File: config.mk
export PLATFORM = sky130hd
export DESIGN_NAME = spike_fire_unit
export DESIGN_NICKNAME = d
export VERILOG_FILES = /design/src/rtl/spike_fire_unit.sv
export SDC_FILE = /design/constraint.sdc
export NUM_CORES = 1
export LEC_CHECK = 0
export ABC_AREA = 1
export CAP_MARGIN = 15
export CORE_UTILIZATION = 47
export DETAILED_ROUTE_END_ITERATION = 16
export PLACE_DENSITY_LB_ADDON = 0.15
export SYNTH_ARGS = -nofsm -noshare
export SYNTH_HDL_FRONTEND = slang
export SYNTH_SLANG_ARGS = --single-unit
File: constraint.sdc
create_clock -name clk_i -period 13.96 [get_ports clk_i]
set_input_delay 2.792 -clock clk_i [delete_from_list [all_inputs] [get_ports clk_i]]
set_output_delay 2.792 -clock clk_i [all_outputs]
set_load 0.01 [all_outputs]
File: src/rtl/spike_fire_unit.sv
// spike_fire_unit
// Fire-decision and spike-emission stage. Accepts integrated potentials, reads
// the neuron's config on port B, applies the threshold rule, writes the updated
// potential back and queues AER words of fired neurons toward the router.
module spike_fire_unit #(
    parameter int          NUM_NURNS          = 256,
    parameter int          NURN_CNT_BIT_WIDTH = 8,
    parameter int          DSIZE              = 16,
    parameter int          AER_BIT_WIDTH      = 32,
    parameter int          FIFO_DEPTH         = 8,
    parameter logic [15:0] LFSR_SEED          = 16'hACE1
) (
    input  logic                              clk_i,
    input  logic                              rst_n_i,
    input  logic                              pot_valid_i,
    output logic                              pot_ready_o,
    input  logic [NURN_CNT_BIT_WIDTH-1:0]     pot_nurn_i,
    input  logic [DSIZE-1:0]                  pot_i,
    output logic [NURN_CNT_BIT_WIDTH-1:0]     Addr_Config_B_o,
    output logic                              rdEn_Config_B_o,
    input  logic                              NurnType_i,
    input  logic                              RandTh_i,
    input  logic [DSIZE-1:0]                  Th_Mask_i,
    input  logic [DSIZE-1:0]                  RstPot_i,
    input  logic [AER_BIT_WIDTH-1:0]          SpikeAER_i,
    output logic                              wb_valid_o,
    output logic [NURN_CNT_BIT_WIDTH-1:0]     wb_nurn_o,
    output logic [DSIZE-1:0]                  wb_pot_o,
    output logic                              spike_valid_o,
    input  logic                              spike_ready_i,
    output logic [AER_BIT_WIDTH-1:0]          spike_aer_o,
    output logic [$clog2(FIFO_DEPTH):0]       fifo_cnt_o
);

    localparam int PTR_W = $clog2(FIFO_DEPTH);
    localparam int CNT_W = PTR_W + 1;

    // Stage-1 pipeline registers
    logic                          s1_valid;
    logic [NURN_CNT_BIT_WIDTH-1:0] s1_nurn;
    logic [DSIZE-1:0]              s1_pot;

    // Threshold randomiser
    logic [15:0]      lfsr;
    logic [DSIZE-1:0] lfsr_ext;

    // Spike FIFO storage and pointers (extra MSB is the wrap bit)
    logic [AER_BIT_WIDTH-1:0] mem [FIFO_DEPTH];
    logic [PTR_W:0]           wr_ptr;
    logic [PTR_W:0]           rd_ptr;
    logic [CNT_W-1:0]         count;

    logic             nurn_ok;
    logic             acc;
    logic [DSIZE-1:0] th;
    logic             over_th;
    logic             fire;
    logic [DSIZE-1:0] next_pot;
    logic             push;
    logic             pop;

    // Indices beyond the core's neuron count are consumed but never processed
    assign nurn_ok = ({1'b0, pot_nurn_i} < (NURN_CNT_BIT_WIDTH + 1)'(NUM_NURNS));

    // Stall intake whenever the in-flight neuron could find the FIFO full
    assign pot_ready_o = ({1'b0, count} + {{CNT_W{1'b0}}, s1_valid}) < (CNT_W + 1)'(FIFO_DEPTH);

    assign acc             = pot_valid_i & pot_ready_o & nurn_ok;
    assign Addr_Config_B_o = pot_nurn_i;
    assign rdEn_Config_B_o = acc;

    // LFSR is zero-extended or truncated to the potential width
    generate
        if (DSIZE > 16) begin : g_lfsr_wide
            assign lfsr_ext = {{(DSIZE - 16){1'b0}}, lfsr};
        end else begin : g_lfsr_narrow
            assign lfsr_ext = lfsr[DSIZE-1:0];
        end
    endgenerate

    assign th      = RandTh_i ? (lfsr_ext & Th_Mask_i) : Th_Mask_i;
    assign over_th = ($signed(s1_pot) >= $signed(th));

    // Threshold rule: I&F fires and resets, ReLU never fires and clamps negatives
    always_comb begin
        fire     = 1'b0;
        next_pot = s1_pot;
        if (NurnType_i) begin
            next_pot = s1_pot[DSIZE-1] ? '0 : s1_pot;
        end else if (over_th) begin
            fire     = s1_valid;
            next_pot = RstPot_i;
        end
    end

    assign count         = wr_ptr - rd_ptr;
    assign fifo_cnt_o    = count;
    assign spike_valid_o = (count != '0);
    assign spike_aer_o   = mem[rd_ptr[PTR_W-1:0]];
    assign pop           = spike_valid_o & spike_ready_i;
    assign push          = fire & ((count < CNT_W'(FIFO_DEPTH)) | pop);

    // Capture the accepted potential while the config read is in flight
    always_ff @(posedge clk_i or negedge rst_n_i) begin
        if (!rst_n_i) begin
            s1_valid <= 1'b0;
            s1_nurn  <= '0;
            s1_pot   <= '0;
        end else begin
            s1_valid <= acc;
            if (acc) begin
                s1_nurn <= pot_nurn_i;
                s1_pot  <= pot_i;
            end
        end
    end

    // Register the potential writeback, one pulse per evaluated neuron
    always_ff @(posedge clk_i or negedge rst_n_i) begin
        if (!rst_n_i) begin
            wb_valid_o <= 1'b0;
            wb_nurn_o  <= '0;
            wb_pot_o   <= '0;
        end else begin
            wb_valid_o <= s1_valid;
            if (s1_valid) begin
                wb_nurn_o <= s1_nurn;
                wb_pot_o  <= next_pot;
            end
        end
    end

    // Galois LFSR steps only when a randomised-threshold neuron is evaluated
    always_ff @(posedge clk_i or negedge rst_n_i) begin
        if (!rst_n_i) begin
            lfsr <= LFSR_SEED;
        end else if (s1_valid && RandTh_i) begin
            lfsr <= {1'b0, lfsr[15:1]} ^ (lfsr[0] ? 16'hB400 : 16'h0000);
        end
    end

    // FIFO pointers; simultaneous push and pop advance both
    always_ff @(posedge clk_i or negedge rst_n_i) begin
        if (!rst_n_i) begin
            wr_ptr <= '0;
            rd_ptr <= '0;
        end else begin
            if (push) begin
                wr_ptr <= wr_ptr + 1'b1;
            end
            if (pop) begin
                rd_ptr <= rd_ptr + 1'b1;
            end
        end
    end

    // FIFO storage is not reset; contents are only visible behind valid
    always_ff @(posedge clk_i) begin
        if (push) begin
            mem[wr_ptr[PTR_W-1:0]] <= SpikeAER_i;
        end
    end

endmodule

After elaboration in Yosys (flattened, before gate mapping)
Memories as Yosys holds them, arrays and structs flattened.
Index checks and enable logic that the tools add are counted.
- bits in registers: 74
- memory bits (writable): 256
- bits of input ports: 94
- output and inout bits: 72
- logic and storage cells: 34
- memories: 1
- add/sub/neg operators: 4
- magnitude comparators: 3
- multiplexer cells: 9
- bitwise operators: 6
- reduce and logical (&&, ||, !) cells: 2
- memory list (memory ; depth ; width ; read ports ; clocked after memory_dff ; wr ports ; RTL line ; RTL):
    mem ; 8 ; 32 ; 1 ; 0 ; 1 ; 48 ; logic [AER_BIT_WIDTH-1:0] mem [FIFO_DEPTH];
- operators with widths (operator ; count):
    2-to-1 mux 16 bit ; 4
    bitwise AND 16 bit ; 1
    greater-or-equal comparator 16 bit ; 1
    bitwise XOR 15 x 16 -> 16 bit ; 1
    2-to-1 mux 15 bit ; 1
    adder 4 x 1 -> 4 bit, second input constant ; 2
    adder 4 x 1 -> 5 bit ; 1
    < comparator 5 x 4 -> 1 bit, second input constant ; 1
    < comparator 4 bit, second input constant ; 1
    2-to-1 mux 1 bit ; 4
    nonzero test 4 bit ; 1
    subtractor 4 bit ; 1
    bitwise AND 1 bit ; 3
    logical AND 1 bit ; 1
    bitwise OR 1 bit ; 1

Longest topological paths before layout
Gate-level depths: netlist (run 1).
- depth after elaboration: 8
- depth in mapped cells: 17
- gate-level depth less buffers: 17

Worst setup path before layout (run 1)
No wires, ideal clock.
- path kind: input port to flip-flop
- start: in RandTh_i
- end: mem mem[6][0], enable pin
- library setup time: 461 ps
- data arrival time: 6730 ps
- data required time: 13499 ps
- slack: 6768 ps
- cell stages on the path: 16
- path buffers: 1
- cells stage by stage: inv_1 -> clkbuf_1 -> o21ai_0 -> ha_1 -> nand2_1 -> nor2_2 -> nand2_1 -> nor2_2 -> nand2_1 -> nand3_1 -> nand2_2 -> nand3_2 -> nand2_1 -> inv_2 -> nand2_1 -> nor3_1
- word-level cells in the longest chain between the ends: 7
- ends and longest elaborated chain (what ; RTL line ; RTL):
    start: declaration ; 22 ; input logic RandTh_i,
    2-to-1 mux 16 bit ; 81 ; assign th = RandTh_i ? (lfsr_ext & Th_Mask_i) : Th_Mask_i;
    greater-or-equal comparator 16 bit ; 82 ; assign over_th = ($signed(s1_pot) >= $signed(th));
    2-to-1 mux 1 bit ; 90 ; end else if (over_th) begin
    2-to-1 mux 1 bit ; 88 ; if (NurnType_i) begin
    bitwise AND 1 bit ; 101 ; assign push = fire & ((count < CNT_W'(FIFO_DEPTH)) | pop);
    2-to-1 mux 1 bit ; 159 ; if (push) begin
    2-to-1 mux 1 bit (not written as such) ; 160 ; mem[wr_ptr[PTR_W-1:0]] <= SpikeAER_i;
    end: declaration ; 48 ;
Every way passes these cells.

Final worst setup path (run 1)
- start: in pot_valid_i
- end: out rdEn_Config_B_o
- word-level cells in the longest chain between the ends: 1
- ends and longest elaborated chain (what ; RTL line ; RTL):
    start: declaration ; 15 ; input logic pot_valid_i,
    bitwise AND 1 bit ; 68 ; assign acc = pot_valid_i & pot_ready_o & nurn_ok;
    end: declaration ; 20 ; output logic rdEn_Config_B_o,
Every way passes these cells.

==> flow_metrics.py, run 1 <==
metrics = {
    "timing": {
        "slew_violations": 0,
        "fin_hold_ws_ns": 0.472,
        "hold_violations": 0,
        "layout_setup_ws_ns": 6.40,
        "tns_ns": 0,
        "setup_viol": 0,
        "max_slew.worst_pin.slew_ns": 1.13,
        "relSlewSlack_pct": 24.7,
        "min_period_ns": 7.56,
        "period_share_pct": 54.1,
        "maxClockFrequency_mhz": 132,
        "rsz0062_at_grt": "no",
        "fin_skew_ns": 0.0162,
    },
    "worst_setup_path": {
        "rr_startpoint": "lfsr[15]",
        "cp_slowest_cell": "clkdlybuf4s50_1",
        "startpoint_type": "input port",
        "crit_path_max_fanout": 39,
        "worstPathArrival_ns": 4.77,
        "cp_slowest_stage_delay_ns": 0.67,
        "crit_chain": "clkdlybuf4s50_1 > nand2_2 > inv_2 > clkdlybuf4s50_1",
        "cp-startpoint": "pot_valid_i",
        "endpoint_kind": "output port",
        "crit_top_cell": "clkdlybuf4s50_1",
        "critPathKind": "input port to output port",
        "critical_path_required_ns": 11.17,
    },
    "synth": {
        "synth_area_per_cell_um2": 11.2,
        "yosysMostFrequentCell": "nor2_1",
        "synth.area.top_cells": "edfxtp_1 55%, dfrtp_1 12%, nor2_1 7.0%",
        "synth_area_mm2": 0.0139,
        "synth_largest_area_cell": "edfxtp_1",
        "synth_cell_types": 34,
        "ys.flop_type": "edfxtp_1",
        "synth_cells": 1234,
        "ys_ff_latch": 330,
        "async_flop_share_pct": 22.4,
        "ys_warn_count": 0,
        "ys_seq_area_share_pct": 68.8,
        "synth_common_cells": "258 x nor2_1, 256 x edfxtp_1, 173 x o21ai_0",
        "synth_edf_count": 256,
        "synth_top_cell_area_share_pct": 55.4,
        "syn_nets": 1350,
    },
    "power_and_ir_drop": {
        "p_sw_mw": 1.36,
        "ir_worst_vdd_v": 0.000114,
        "total_leakage_power_nw": 6.36,
        "p_seq_share_pct": 34.8,
        "pwr-share-comb_pct": 39.9,
        "swShare_pct": 36.5,
        "power_mw": 3.74,
        "p_int_mw": 2.37,
        "p_per_area_mw_per_mm2": 220,
        "clkPwrFrac_pct": 25.3,
    },
    "global_route": {
        "grt-ovfl-total": 0,
        "grt_pass1_vias": 9117,
        "antenna_found_initial": 0,
        "grt_max_degree": 87,
        "grt_pass1_wl_um": 49100,
        "track_usage_pct": 20.8,
    },
    "min_path": {
        "min_from": "wb_nurn_o[6]",
        "hp-class": "flip-flop to flip-flop",
    },
    "final_layout": {
        "nFillCells": 2386,
        "register_area_mm2": 0.00955,
        "final_util_pct": 58.9,
        "final_nets": 1489,
        "fin_cells": 1785,
        "areaGrowthSynthToFinish_pct": 22.4,
        "final_cell_area_mm2": 0.0170,
        "multi_input_area_mm2": 0.00373,
        "antenna_cells": 0,
        "drive_above_1_share_pct": 8.57,
    },
    "routing": {
        "ant_nets": 0,
        "vias": 9461,
        "wl_per_cell_um": 17.4,
        "drc": 0,
        "dr.first_iter.drc_count": 856,
        "routed_via_density": 5.30,
        "routed_wl_um": 31100,
        "firstDrtPassIters": 5,
    },
    "clock_tree": {
        "insertion_delay_ns": 0.53,
        "cts-root-buf": "clkbuf_16",
        "tritoncts": "done",
        "clk_pin_slew_worst_paths_ns": 0.05,
        "clockBufferDepth": 3,
        "post_cts_buffers": 0,
        "cts-resized-gates": 0,
        "cts_sinks": 330,
        "cts_buffers": 36,
        "htreeDepth": 2,
        "postCtsHoldBufs": 0,
    },
    "placement": {
        "place_congestion": 0.887,
        "io_buffers": 165,
        "dp_hpwl_um": 17600,
        "numPlacedInstances": 1719,
        "dp_slack_ns": 6.39,
        "dpl_cell_area_mm2": 0.0158,
    },
    "floorplanning": {
        "io-pin-count": 166,
        "start_util_pct": 48.1,
        "die_h_um": 174,
        "num_rows": 62,
        "fp.dieW_um": 174,
        "dieArea_mm2": 0.0302,
        "fp.coreArea_mm2": 0.0289,
    },
    "run_status": {
        "status": "completed",
    },
    "flow_run": {
        "max_cap_viol_count": 0,
    },
}
-- worst paths after layout --
check                           slack [ns]  cells after the start               to
worst max-delay path                  6.40                      4  rdEn_Config_B_o
worst min-delay path                  0.47                      2     wb_nurn_o[6]
worst max register to register        9.60                     12        mem[4][1]
worst min register to register        0.47                      2     wb_nurn_o[6]
max in group asynchronous            10.85                      1        rd_ptr[0]
min in group asynchronous             2.39                      1          lfsr[9]
-- cell type report --
type	count	share of cell area [%]
sequential	330	56.3
multi-input combinational	751	22.0
timing repair buffer	179	10.3
clock buffer	43	5.58
tap	384	2.83
inverter	75	1.66
clock inverter	23	1.39
-- critical path: cells and delay by family --
kind                   cells  cell delay [ns]
buffers and inverters      3             1.80
AND/OR/NAND/NOR            1             0.16
-- flip-flops by register name, summed over array words and instances (netlist names) --
register and flops:
mem 256, lfsr 16, s1_pot 16, wb_pot_o 16
s1_nurn 8, wb_nurn_o 8, rd_ptr 4, wr_ptr 4
s1_valid 1, wb_valid_o 1
-- layout by cell type (no fill, tap or decap), types with 2 or more instances in the layout --
cell             synthesis  final
clkbuf_1                58      6
dfstp_2                  8      8
inv_16                   0      2
nor2_2                   2      2
xnor2_1                  5      5
clkdlybuf4s50_1          0    164
nand3_1                 21     21
o21ai_1                  6      6
inv_2                    3      5
nor2_1                 258    251
bufinv_16                0      4
inv_1                   72     69
edfxtp_1               256    256
a21oi_1                 28     28
buf_4                    9     15
clkinv_2                 0      9
o21ai_0                173    173
dfrtp_1                 66     64
o22ai_1                 32     32
nand4_1                 14     14
mux2_2                   3      3
nand2_1                124    124
nor2_4                   0      7
o21ai_2                  5      5
xor2_1                   4      4
nand2_2                 16     16
clkbuf_16                0     37
a31oi_1                 32     32
ha_1                    21     21
clkinv_1                 0      8
-- power groups by stage --
| stage | Combinational (mW) | Clock [mW] | Sequential, mW |
|---|---|---|---|
| 3_3_place_gp | 1.48 | 0 | 1.32 |
| 6_report | 1.49 | 0.945 | 1.30 |
| 3_5_place_dp | 1.50 | 0 | 1.32 |
| 5_1_grt | 1.66 | 1.00 | 1.31 |
| 2_1_floorplan | 0.960 | 0 | 1.29 |
| 4_1_cts | 1.51 | 0.965 | 1.30 |
-- layer usage --
layer | part of all wire, % | vias to the layer above | global-route usage (%)
met2 | 48 | 303 | 34.6
met5 | 0 | - | 0
met3 | 6.0 | 54 | 3.18
met4 | 2.3 | 0 | 6.73
met1 | 44 | 4533 | 28.2
li1 | - | 4571 | -
-- cells by family after synthesis --
logic type / count (synthesis) / share of synthesized area, %
xor+xnor: 9 / 0.568
fa+ha+maj: 22 / 2.04
flops: 330 / 68.8
buf+inv: 153 / 4.76
simple gates: 439 / 12.8
compound gates: 278 / 10.8
mux: 3 / 0.243
(Power assumes the default switching activity.)
==> run 2: changes to the inputs <==
- clock period: 13.96 -> 7.7 ns (I/O delays scaled with it)
==> run 2 against run 1 <==
Core utilization fell by 0.28 points. Critical path depth rose by 7. First-iteration DRC count fell by 4.9%. Worst hold slack got worse by 0.0025 ns. Largest power group unchanged. Highest routed layer unchanged.
==> flow_metrics.py, run 2 (same netlist as run 1, synthesis figures left out) <==
metrics = {
    "final_layout": {
        "final_common_cell": "edfxtp_1",
        "areaGrowthSynthToFinish_pct": 21.8,
        "nFillCells": 2397,
        "drive_above_1_share_pct": 8.31,
        "largest_reg_flops": 256,
        "final_cell_mix": "256 x edfxtp_1, 251 x nor2_1, 173 x o21ai_0",
        "final_nets": 1485,
        "antenna_cells": 0,
        "final_cell_area_mm2": 0.0169,
    },
    "power_and_ir_drop": {
        "pwr-share-comb_pct": 40.5,
        "swShare_pct": 37.0,
        "ir_worst_vdd_v": 0.000280,
        "total_leakage_power_nw": 6.31,
        "p_per_area_mw_per_mm2": 397,
        "clkPwrFrac_pct": 24.4,
        "p_seq_share_pct": 35.2,
        "p_sw_mw": 2.48,
        "p_int_mw": 4.23,
    },
    "clock_tree": {
        "post_cts_buffers": 0,
        "tritoncts": "done",
        "htreeDepth": 2,
        "cts-resized-gates": 0,
        "clk_pin_slew_worst_paths_ns": 0.06,
        "cts_buffers": 36,
        "postCtsHoldBufs": 0,
        "cts_sinks": 330,
        "cts-root-buf": "clkbuf_16",
        "insertion_delay_ns": 0.52,
        "clockBufferDepth": 3,
    },
    "timing": {
        "rsz0062_at_grt": "no",
        "fin_skew_ns": 0.0131,
        "max_slew.worst_pin.slew_ns": 1.14,
        "setup_viol": 0,
        "relSlewSlack_pct": 23.9,
        "slew_violations": 0,
        "maxClockFrequency_mhz": 169,
        "period_share_pct": 76.7,
        "hold_violations": 0,
        "min_period_ns": 5.91,
        "fin_hold_ws_ns": 0.470,
        "tns_ns": 0,
    },
    "floorplanning": {
        "fp.coreArea_mm2": 0.0289,
        "die_h_um": 174,
        "fp.dieW_um": 174,
        "io-pin-count": 166,
        "num_rows": 62,
        "start_util_pct": 48.1,
        "dieArea_mm2": 0.0302,
    },
    "routing": {
        "routed_via_density": 5.27,
        "dr.first_iter.drc_count": 814,
        "routed_wl_um": 30700,
        "wl_met3_um": 1870,
        "firstDrtPassIters": 7,
        "drc": 0,
        "wl_met2_um": 14000,
        "highest_layer": "met4",
        "wl_met1_um": 14100,
        "vias": 9379,
        "ant_nets": 0,
        "wl_per_cell_um": 17.3,
    },
    "run_status": {
        "status": "completed",
    },
    "global_route": {
        "antenna_found_initial": 0,
        "grt_pass1_vias": 9133,
        "grt_pass1_wl_um": 49000,
        "track_usage_pct": 20.6,
        "grt_max_degree": 90,
        "grt-ovfl-total": 0,
    },
    "placement": {
        "dp_hpwl_um": 18000,
        "place_congestion": 0.886,
        "dpl_cell_area_mm2": 0.0158,
        "io_buffers": 165,
    },
    "worst_setup_path": {
        "startpoint_type": "flip-flop",
        "crit_path_max_fanout": 66,
        "crit_chain": "inv_2 > buf_4 > ha_1 > a21oi_1 > nand2_1 > xor2_1 > inv_2 > a41oi_2 > nand2_2 > inv_2 > clkdlybuf4s50_1",
        "critPathKind": "flip-flop to output port",
        "reg2reg_slack_ns": 3.40,
        "endpoint_kind": "output port",
        "worstPathArrival_ns": 4.37,
        "worstReg2RegEnd": "mem[4][21]",
        "crit_top_cell": "inv_2",
        "crit_family": "buffers and inverters",
        "cp_slowest_stage_delay_ns": 0.70,
        "rr_startpoint": "lfsr[15]",
        "path_buf_inv": 5,
        "reg2reg_depth": 12,
        "critical_path_required_ns": 6.16,
        "cp_slowest_cell": "inv_2",
    },
    "flow_run": {
        "max_cap_viol_count": 0,
    },
    "min_path": {
        "min_to": "wb_nurn_o[7]",
        "hp-class": "flip-flop to flip-flop",
        "hold_depth": 2,
        "min_from": "wb_nurn_o[7]",
    },
}
## run 2: metal layers
layer  vias to the layer above  GRT usage [%]
li1                       4564              -
met1                      4468           28.6
met2                       299           33.2
met3                        48           3.64
met4                         0           6.21
met5                         -              0
## run 2: worst max path at each step
| stage | from | endpoint | slack (ns) | depth (start not counted) |
|---|---|---|---|---|
| floorplan | RandTh_i | mem[6][0] | 1.76 | 16 |
| global placement | RandTh_i | mem[4][8] | 1.74 | 14 |
| detailed placement | RandTh_i | mem[5][8] | 1.56 | 14 |
| CTS | rd_ptr[2] | rdEn_Config_B_o | 1.76 | 11 |
| global route | rd_ptr[2] | rdEn_Config_B_o | 1.50 | 11 |
| finish | rd_ptr[2] | rdEn_Config_B_o | 1.79 | 11 |
## run 2: worst min-delay path: stages, from the launching register on
cell and delay (ns):
dfrtp_1 0.34, nand2_1 0.05, nand2_1 0.05
## run 2: per-stage QoR
stage / worst slack, ns / cells / power [mW] / util [%]
after global routing: 1.50 / 1780 / 7.15 / 58.6
final: 1.79 / 1780 / 6.71 / 58.6
after global placement: 1.74 / 1714 / 5.09 / 54.6
after detailed placement: 1.56 / 1714 / 5.12 / 54.6
after CTS: 1.76 / 1779 / 6.77 / 58.5
after floorplan: 1.76 / 1234 / 4.08 / -
## run 2: cell type report
cell class              instances  area [um^2]  area share, %
clock inverters                22          173           1.02
clock buffers                  43          948           5.61
inverters                      75          283           1.67
flip-flops and latches        330         9550           56.5
multi-input cells             751         3730           22.1
repair buffers                175         1740           10.3
well taps                     384          480           2.84
## run 2: power by group through the flow
stage	combinational (mW)	sequential, mW	clock (mW)
finish	2.72	2.36	1.63
detailed placement	2.73	2.39	0
CTS	2.74	2.36	1.67
global route	3.02	2.38	1.74
global placement	2.70	2.39	0
floorplan	1.74	2.34	0
==> run 3: changes to the inputs <==
- clock period: 7.7 -> 6.2 ns (I/O delays scaled with it)
==> run 3 against run 2 <==
Worst hold slack got worse by 0.0040 ns. Global-route usage grew 1.0 points. Clock power rose by 35%. Wire length up 5.3%. Largest power group unchanged. Register-to-register slack got worse by 1.3 ns. Combinational power up 24%. Sequential share of layout area shrank 0.58 points. Power up 27%. Non-clock buffer count grew 8. Worst setup slack lost 0.71 ns. Critical endpoint is now mem[0][18].
==> flow_metrics.py, run 3 (same netlist as run 1, synthesis figures left out) <==
metrics = {
    "routing": {
        "wl_per_cell_um": 18.1,
        "dr.first_iter.drc_count": 950,
        "routed_wl_um": 32400,
        "routed_via_density": 5.34,
        "firstDrtPassIters": 5,
        "vias": 9550,
        "drc": 0,
        "ant_nets": 0,
    },
    "timing": {
        "maxClockFrequency_mhz": 196,
        "setup_viol": 0,
        "max_slew.worst_pin.slew_ns": 0.953,
        "fin_skew_ns": 0.0149,
        "period_share_pct": 82.5,
        "rsz0062_at_grt": "no",
        "layout_setup_ws_ns": 1.09,
        "relSlewSlack_pct": 36.4,
        "hold_violations": 0,
        "min_period_ns": 5.11,
        "fin_hold_ws_ns": 0.466,
        "tns_ns": 0,
        "slew_violations": 0,
    },
    "global_route": {
        "grt_max_degree": 101,
        "antenna_found_initial": 0,
        "track_usage_pct": 21.6,
        "grt_pass1_wl_um": 51500,
        "grt-ovfl-total": 0,
        "grt_pass1_vias": 9247,
    },
    "floorplanning": {
        "fp.dieW_um": 174,
        "fp.coreArea_mm2": 0.0289,
        "die_h_um": 174,
        "start_util_pct": 48.1,
        "num_rows": 62,
        "dieArea_mm2": 0.0302,
        "io-pin-count": 166,
    },
    "worst_setup_path": {
        "rr_startpoint": "lfsr[0]",
        "critPathKind": "input port to flip-flop",
        "crit_chain": "clkdlybuf4s50_1 > inv_1 > o21ai_0 > ha_1 > nand2_1 > inv_1 > nand2_1 > nand2_1 > a21oi_1 > nand4_2 > nand3_2 > nand2_1 > inv_2 > nand2_1 > nor2_4 > buf_4",
        "critical_path_required_ns": 6.42,
        "crit_top_cell": "nand2_1",
        "reg2reg_depth": 16,
        "crit_family": "simple AND/OR/NAND/NOR gates",
        "reg2reg_slack_ns": 2.06,
        "cp_slowest_cell": "nor2_4",
        "worstReg2RegEnd": "mem[0][18]",
        "crit_path_max_fanout": 22,
        "startpoint_type": "input port",
        "endpoint_kind": "flip-flop",
        "cp_slowest_stage_delay_ns": 0.65,
        "worstPathArrival_ns": 5.33,
        "path_buf_inv": 5,
    },
    "clock_tree": {
        "clockBufferDepth": 3,
        "htreeDepth": 2,
        "cts_sinks": 330,
        "cts_buffers": 36,
        "tritoncts": "done",
        "clk_pin_slew_worst_paths_ns": 0.06,
        "postCtsHoldBufs": 0,
        "insertion_delay_ns": 0.53,
        "post_cts_buffers": 0,
        "cts-resized-gates": 0,
        "cts-root-buf": "clkbuf_16",
    },
    "power_and_ir_drop": {
        "p_per_area_mw_per_mm2": 499,
        "power_mw": 8.52,
        "total_leakage_power_nw": 6.38,
        "ir_worst_vdd_v": 0.000343,
    },
    "placement": {
        "place_congestion": 0.858,
        "dp_hpwl_um": 19400,
        "numPlacedInstances": 1723,
        "io_buffers": 165,
        "dp_slack_ns": 0.553,
    },
    "final_layout": {
        "final_nets": 1493,
        "largest_reg_flops": 256,
        "final_cell_mix": "256 x edfxtp_1, 251 x nor2_1, 173 x o21ai_0",
        "antenna_cells": 0,
        "nFillCells": 2368,
        "final_common_cell": "edfxtp_1",
        "fin_cells": 1788,
        "drive_above_1_share_pct": 8.90,
        "areaGrowthSynthToFinish_pct": 23.0,
    },
    "run_status": {
        "status": "completed",
    },
    "min_path": {
        "hold_depth": 2,
        "min_to": "wb_nurn_o[3]",
        "min_from": "s1_nurn[3]",
        "hp-class": "flip-flop to flip-flop",
    },
    "flow_run": {
        "max_cap_viol_count": 0,
    },
}
==> run 3: stage by stage <==
step | cell area [um^2] | util [%]
global placement | 15900 | 54.9
global route | 17100 | 59.2
floorplan | 13900 | -
finish | 17100 | 59.2
detailed placement | 15900 | 54.9
CTS | 17100 | 59.2
==> run 3: how the worst max path moves through the flow <==
stage	slack [ns]	startpoint	end	cells after the start
after CTS	1.11	RandTh_i	mem[0][23]	16
after detailed placement	0.55	RandTh_i	mem[0][28]	16
after floorplan	0.56	RandTh_i	mem[6][0]	16
after global placement	0.76	RandTh_i	mem[0][19]	16
final	1.09	RandTh_i	mem[0][18]	16
after global routing	0.70	RandTh_i	mem[0][18]	16
==> run 3: layout make-up <==
| cell class | count | area, um^2 | area share, % |
|---|---|---|---|
| clock buffer | 41 | 941 | 5.51 |
| clock inverter | 24 | 283 | 1.66 |
| inverter | 75 | 283 | 1.66 |
| multi-input combinational | 751 | 3730 | 21.8 |
| sequential | 330 | 9550 | 55.9 |
| tap | 384 | 480 | 2.81 |
| timing repair buffer | 183 | 1810 | 10.6 |
==> run 3: power by group <==
group | leakage, nW | total [mW] | switching, mW | internal (mW)
clock | 0.581 | 2.20 | 0.883 | 1.31
sequential | 3.18 | 2.94 | 0.244 | 2.70
combinational | 2.62 | 3.38 | 2.00 | 1.38
total | 6.38 | 8.52 | 3.13 | 5.39
==> run 3: worst register-to-register path, stage by stage (launching register included) <==
cell,delay (ns)
dfstp_2,0.59
inv_1,0.08
a21boi_0,0.25
ha_1,0.20
inv_1,0.04
nand2_1,0.04
nand2_1,0.04
nand2_1,0.05
nand2_1,0.05
nand2_1,0.10
nand4_2,0.33
nand3_2,0.44
nand2_1,0.24
inv_2,0.16
nand2_1,0.25
nor2_4,0.65
buf_4,0.35
==> run 3: per-layer routing <==
| metal | up-vias | routed length (um) | global-route usage, % |
|---|---|---|---|
| met3 | 55 | 1810 | 3.16 |
| met2 | 323 | 15100 | 34.9 |
| met1 | 4595 | 14700 | 30.4 |
| met4 | 0 | 730 | 6.36 |
| li1 | 4577 | - | - |
| met5 | - | 0 | 0 |
